===== config.mk =====
export PLATFORM = sky130hd
export DESIGN_NAME = mux_arbiter
export DESIGN_NICKNAME = d
export VERILOG_FILES = /design/src/rtl/mux_arbiter.sv
export SDC_FILE = /design/constraint.sdc
export NUM_CORES = 1
export LEC_CHECK = 0
export CELL_PAD_IN_SITES_DETAIL_PLACEMENT = 1
export CELL_PAD_IN_SITES_GLOBAL_PLACEMENT = 2
export CORE_MARGIN = 5
export CORE_UTILIZATION = 24
export DETAILED_ROUTE_END_ITERATION = 12
export MAX_ROUTING_LAYER = met4
export PLACE_DENSITY = 0.76
export RECOVER_POWER = 50
export REMOVE_ABC_BUFFERS = 1
export SLEW_MARGIN = 5
export SYNTH_ARGS = -nofsm -noshare
export SYNTH_HDL_FRONTEND = slang
export SYNTH_SLANG_ARGS = --single-unit

===== constraint.sdc =====
create_clock -name clk -period 1.7 [get_ports clk]
set_clock_uncertainty 0.15 [all_clocks]
set_input_delay 0.255 -clock clk [delete_from_list [all_inputs] [get_ports clk]]
set_output_delay 0.255 -clock clk [all_outputs]
set_load 0.01 [all_outputs]

===== src/rtl/mux_arbiter.sv =====
// Round-robin arbiter for two requesters sharing a 2:1 data mux.
// Ports:
//   clk, rst              clock and async active-high reset
//   req_a/req_b           level-sensitive requests
//   data_a/data_b         request data
//   gnt_a/gnt_b, sel      grant and mux select
//   out_data, out_valid   registered mux output and strobe
module mux_arbiter #(
   parameter int WIDTH     = 8,
   parameter int MAX_BURST = 4
) (
   input  logic             clk,
   input  logic             rst,
   input  logic             req_a,
   input  logic [WIDTH-1:0] data_a,
   input  logic             req_b,
   input  logic [WIDTH-1:0] data_b,
   output logic             gnt_a,
   output logic             gnt_b,
   output logic             sel,
   output logic [WIDTH-1:0] out_data,
   output logic             out_valid
);

   typedef enum logic [1:0] {
      IDLE    = 2'd0,
      GRANT_A = 2'd1,
      GRANT_B = 2'd2
   } state_t;

   localparam int CW = (MAX_BURST > 1) ? $clog2(MAX_BURST) : 1;
   localparam logic [CW-1:0] LAST = CW'(MAX_BURST - 1);

   state_t           state;
   state_t           nxt;
   logic [CW-1:0]    burst_cnt;
   logic             last_owner;  // 1 = B owned the channel last
   logic             sel_q;
   logic             xfer;
   logic             at_limit;
   logic [WIDTH-1:0] xdata;

   always_ff @(posedge clk or posedge rst) begin
      if (rst) begin
         state <= IDLE;
      end else begin
         state <= nxt;
      end
   end

   always_comb begin
      nxt = state;
      unique case (state)
         IDLE: begin
            if (req_a && req_b) begin
               nxt = last_owner ? GRANT_A : GRANT_B;
            end else if (req_a) begin
               nxt = GRANT_A;
            end else if (req_b) begin
               nxt = GRANT_B;
            end
         end
         GRANT_A: begin
            if (!req_a) begin
               nxt = req_b ? GRANT_B : IDLE;
            end else if (at_limit && req_b) begin
               nxt = GRANT_B;
            end
         end
         GRANT_B: begin
            if (!req_b) begin
               nxt = req_a ? GRANT_A : IDLE;
            end else if (at_limit && req_a) begin
               nxt = GRANT_A;
            end
         end
         default: nxt = IDLE;
      endcase
   end

   always_comb begin
      gnt_a    = (state == GRANT_A);
      gnt_b    = (state == GRANT_B);
      xfer     = (gnt_a && req_a) || (gnt_b && req_b);
      xdata    = gnt_b ? data_b : data_a;
      at_limit = (burst_cnt == LAST);
   end

   assign sel = sel_q;

   // sel is held in IDLE, so it only moves on entry to a grant state
   always_ff @(posedge clk or posedge rst) begin
      if (rst) begin
         burst_cnt  <= '0;
         last_owner <= 1'b1;
         sel_q      <= 1'b0;
         out_data   <= '0;
         out_valid  <= 1'b0;
      end else begin
         out_valid <= xfer;
         if (xfer) begin
            out_data <= xdata;
         end
         // wrap at the limit keeps a lone requester granted
         if (nxt != state) begin
            burst_cnt <= '0;
         end else if (xfer) begin
            burst_cnt <= at_limit ? '0 : burst_cnt + 1'b1;
         end
         if (nxt == GRANT_A && state != GRANT_A) begin
            last_owner <= 1'b0;
            sel_q      <= 1'b0;
         end
         if (nxt == GRANT_B && state != GRANT_B) begin
            last_owner <= 1'b1;
            sel_q      <= 1'b1;
         end
      end
   end

endmodule


==> results.py <==
metrics = {
    "run_status": {
        "status": "completed",
    },
    "final_layout": {
        "drive_above_1_share_pct": 12.50,
        "fin_area_mm2": 0.001207,
        "finalNetCount": 142,
        "stdcell_count": 166,
        "area_growth_pct": 51.49,
        "final_cell_mix": "28 x clkdlybuf4s50_1, 15 x nand2_1, 14 x dfrtp_1",
        "num_antenna_cells": 0,
        "layout_commonest_cell": "clkdlybuf4s50_1",
    },
    "floorplanning": {
        "die_w_um": 67.63,
        "core_mm2": 0.003284,
        "dieArea_mm2": 0.004573,
        "rows": 21,
        "die_h_um": 67.63,
        "initial_core_util_pct": 24.27,
        "pin_count": 32,
    },
    "clock_network": {
        "cts_tree": "built",
        "clkTransAtPathRegs_ps": 90,
        "clock-sinks": 15,
        "insertion_delay_ps": 280,
        "ctsRootBufferMaster": "clkbuf_4",
        "cts_made_buffers": 3,
        "hold_buffers": 0,
        "htree_levels": 1,
        "cts_buffer_depth": 2,
    },
    "placement": {
        "place.gp.congestion": 0.6849,
        "portBuffers": 31,
        "place_area_mm2": 0.001179,
        "dpl.hpwl_um": 1709,
        "dp.cells": 161,
    },
    "timing": {
        "finalCritPeriodShare_pct": 95.01,
        "final-hold-violation-count": 0,
        "clock.fmax_mhz": 619.2,
        "maxSlewHeadroom_pct": 68.05,
        "worst_pin_slew_ps": 479.3,
        "fin_crit_ps": 1615,
        "fin_setup_tns_ps": 0,
        "slew_viol_final": 0,
        "setup_viol": 0,
        "rsz0062_at_grt": "no",
    },
    "global_routing": {
        "grt_usage_pct": 10.27,
        "grt_max_degree": 19,
        "grt_remaining_overflow": 0,
        "grt_pass1_wl_um": 3429,
        "grt_pass1_vias": 778,
        "antenna_found_initial": 0,
    },
    "critical_path": {
        "crit_chain": "buf_4, nor2b_1, clkdlybuf4s15_1",
        "slowest_delay_ps": 410,
        "crit_slowest_cell": "dfrtp_1",
        "crit_path_end_kind": "primary output",
        "critical_path.max_fanout": 9,
        "crit_type": "reg2out",
        "worstPathArrival_ps": 1210,
        "required_ps": 1290,
        "startpoint_type": "flop",
    },
    "synthesis": {
        "synth_cell_types": 26,
        "yosysWarnings": 0,
        "syn_area_um2": 797.0,
        "avgSynthCellArea_um2": 9.603,
        "synthCells": 83,
        "yosysSeqAreaShare_pct": 47.25,
        "synth_edf_count": 0,
        "ys_ff_latch": 15,
        "synth_flop_cell": "dfrtp_1",
        "synthArstFlopShare_pct": 100.0,
    },
    "drt": {
        "routed_wl_um": 2003,
        "ant_nets": 0,
        "firstDrtPassIters": 2,
        "route.detailed.drc": 0,
        "drt-wirelength-per-cell_um": 12.07,
        "viasPerCell": 4.283,
        "drt_iter0_markers": 23,
        "routed-via-count": 711,
    },
    "pwr": {
        "p_leak_nw": 0.5657,
        "vdd_drop_max_mv": 0.3919,
        "power.total_mw": 1.206,
        "cellPowerDensity_mw_per_mm2": 998.7,
    },
    "hold_path": {
        "min_path_type": "in2async",
    },
    "run": {
        "maxCapViolations": 0,
    },
}
## metrics by stage
step / hold slack [ps] / worst slack (ps) / utilization [%]
after floorplan: 5.764 / -313.0 / -
after global placement: 329.3 / -8.662 / 35.89
after detailed placement: 328.5 / -82.25 / 35.89
after CTS: 37.45 / 6.935 / 36.88
after global routing: 189.4 / 4.247 / 36.76
final: 173.6 / 84.90 / 36.76
## report_power, final
group / switching, mW / internal (mW) / total, mW
clock network: 0.107 / 0.0872 / 0.195
registers: 0.0613 / 0.457 / 0.519
logic: 0.210 / 0.282 / 0.493
total: 0.379 / 0.827 / 1.21
## synth_stat cells (2+ instances only)
library cell | count | share of area, %
nand2_1 | 15 | 7.1
dfrtp_1 | 14 | 44
mux2i_1 | 12 | 15
o21ai_0 | 8 | 5.0
a21oi_1 | 4 | 2.5
inv_1 | 4 | 1.9
clkbuf_1 | 3 | 1.4
buf_6 | 2 | 2.8
nand2b_1 | 2 | 1.6
o21ai_1 | 2 | 1.3
o31ai_1 | 2 | 1.9
## final cells by class
type | count | area (um^2)
fillers | 381 | 2077
clock inverters | 1 | 5.005
multi-input cells | 56 | 357.8
well taps | 46 | 57.56
clock buffers | 3 | 22.52
repair buffers | 40 | 369.1
flip-flops and latches | 15 | 376.6
inverters | 5 | 18.77
## kinds of logic after synthesis
group	count (synthesis)	share of synthesized area (%)
buffers and inverters	12	8.162
flip-flops	15	47.25
multiplexers	12	15.07
adder cells (fa/ha/maj)	1	1.570
AND/OR/NAND/NOR	23	13.34
AO/OA/AOI/OAI	20	14.60
## sequential cells by signal, indices dropped and copies added (netlist names)
register and flops:
sel 1, out_data 8, burst_cnt 2, state 2
out_valid 1, last_owner 1
## what timing repair did
item,CTS,global route
cloned,0,0
pin swaps,0,0
endpoints found under the hold margin,0,0
buffers inserted,1,0
gates resized for setup,2,2
endpoints found under the setup margin,2,3
## worst max-delay path, delay by kind of cell, from the launching register on
kind	cells	cell delay, ps
buffers and inverters	2	400
AND/OR/NAND/NOR	1	120
flip-flops	1	410
## metal layers
layer	vias up	wire, um	GRT usage (%)
li1	358	-	-
met3	4	59	0.9983
met5	-	0	-
met4	0	46	5.316
met2	15	1127	18.83
met1	334	769	10.75
## worst paths after layout
path                              from           end  slack (ps)  cells after the start
setup reg to reg              state[0]  burst_cnt[0]         110                      6
hold / removal                     rst      state[1]         170                      2
max in group asynchronous          rst   out_data[5]         540                      3
hold reg to reg            out_data[7]   out_data[7]         340                      2
min in group clk           out_data[7]   out_data[7]         340                      2
setup / recovery              state[0]         gnt_a          80                      3
(Power assumes the default switching activity.)
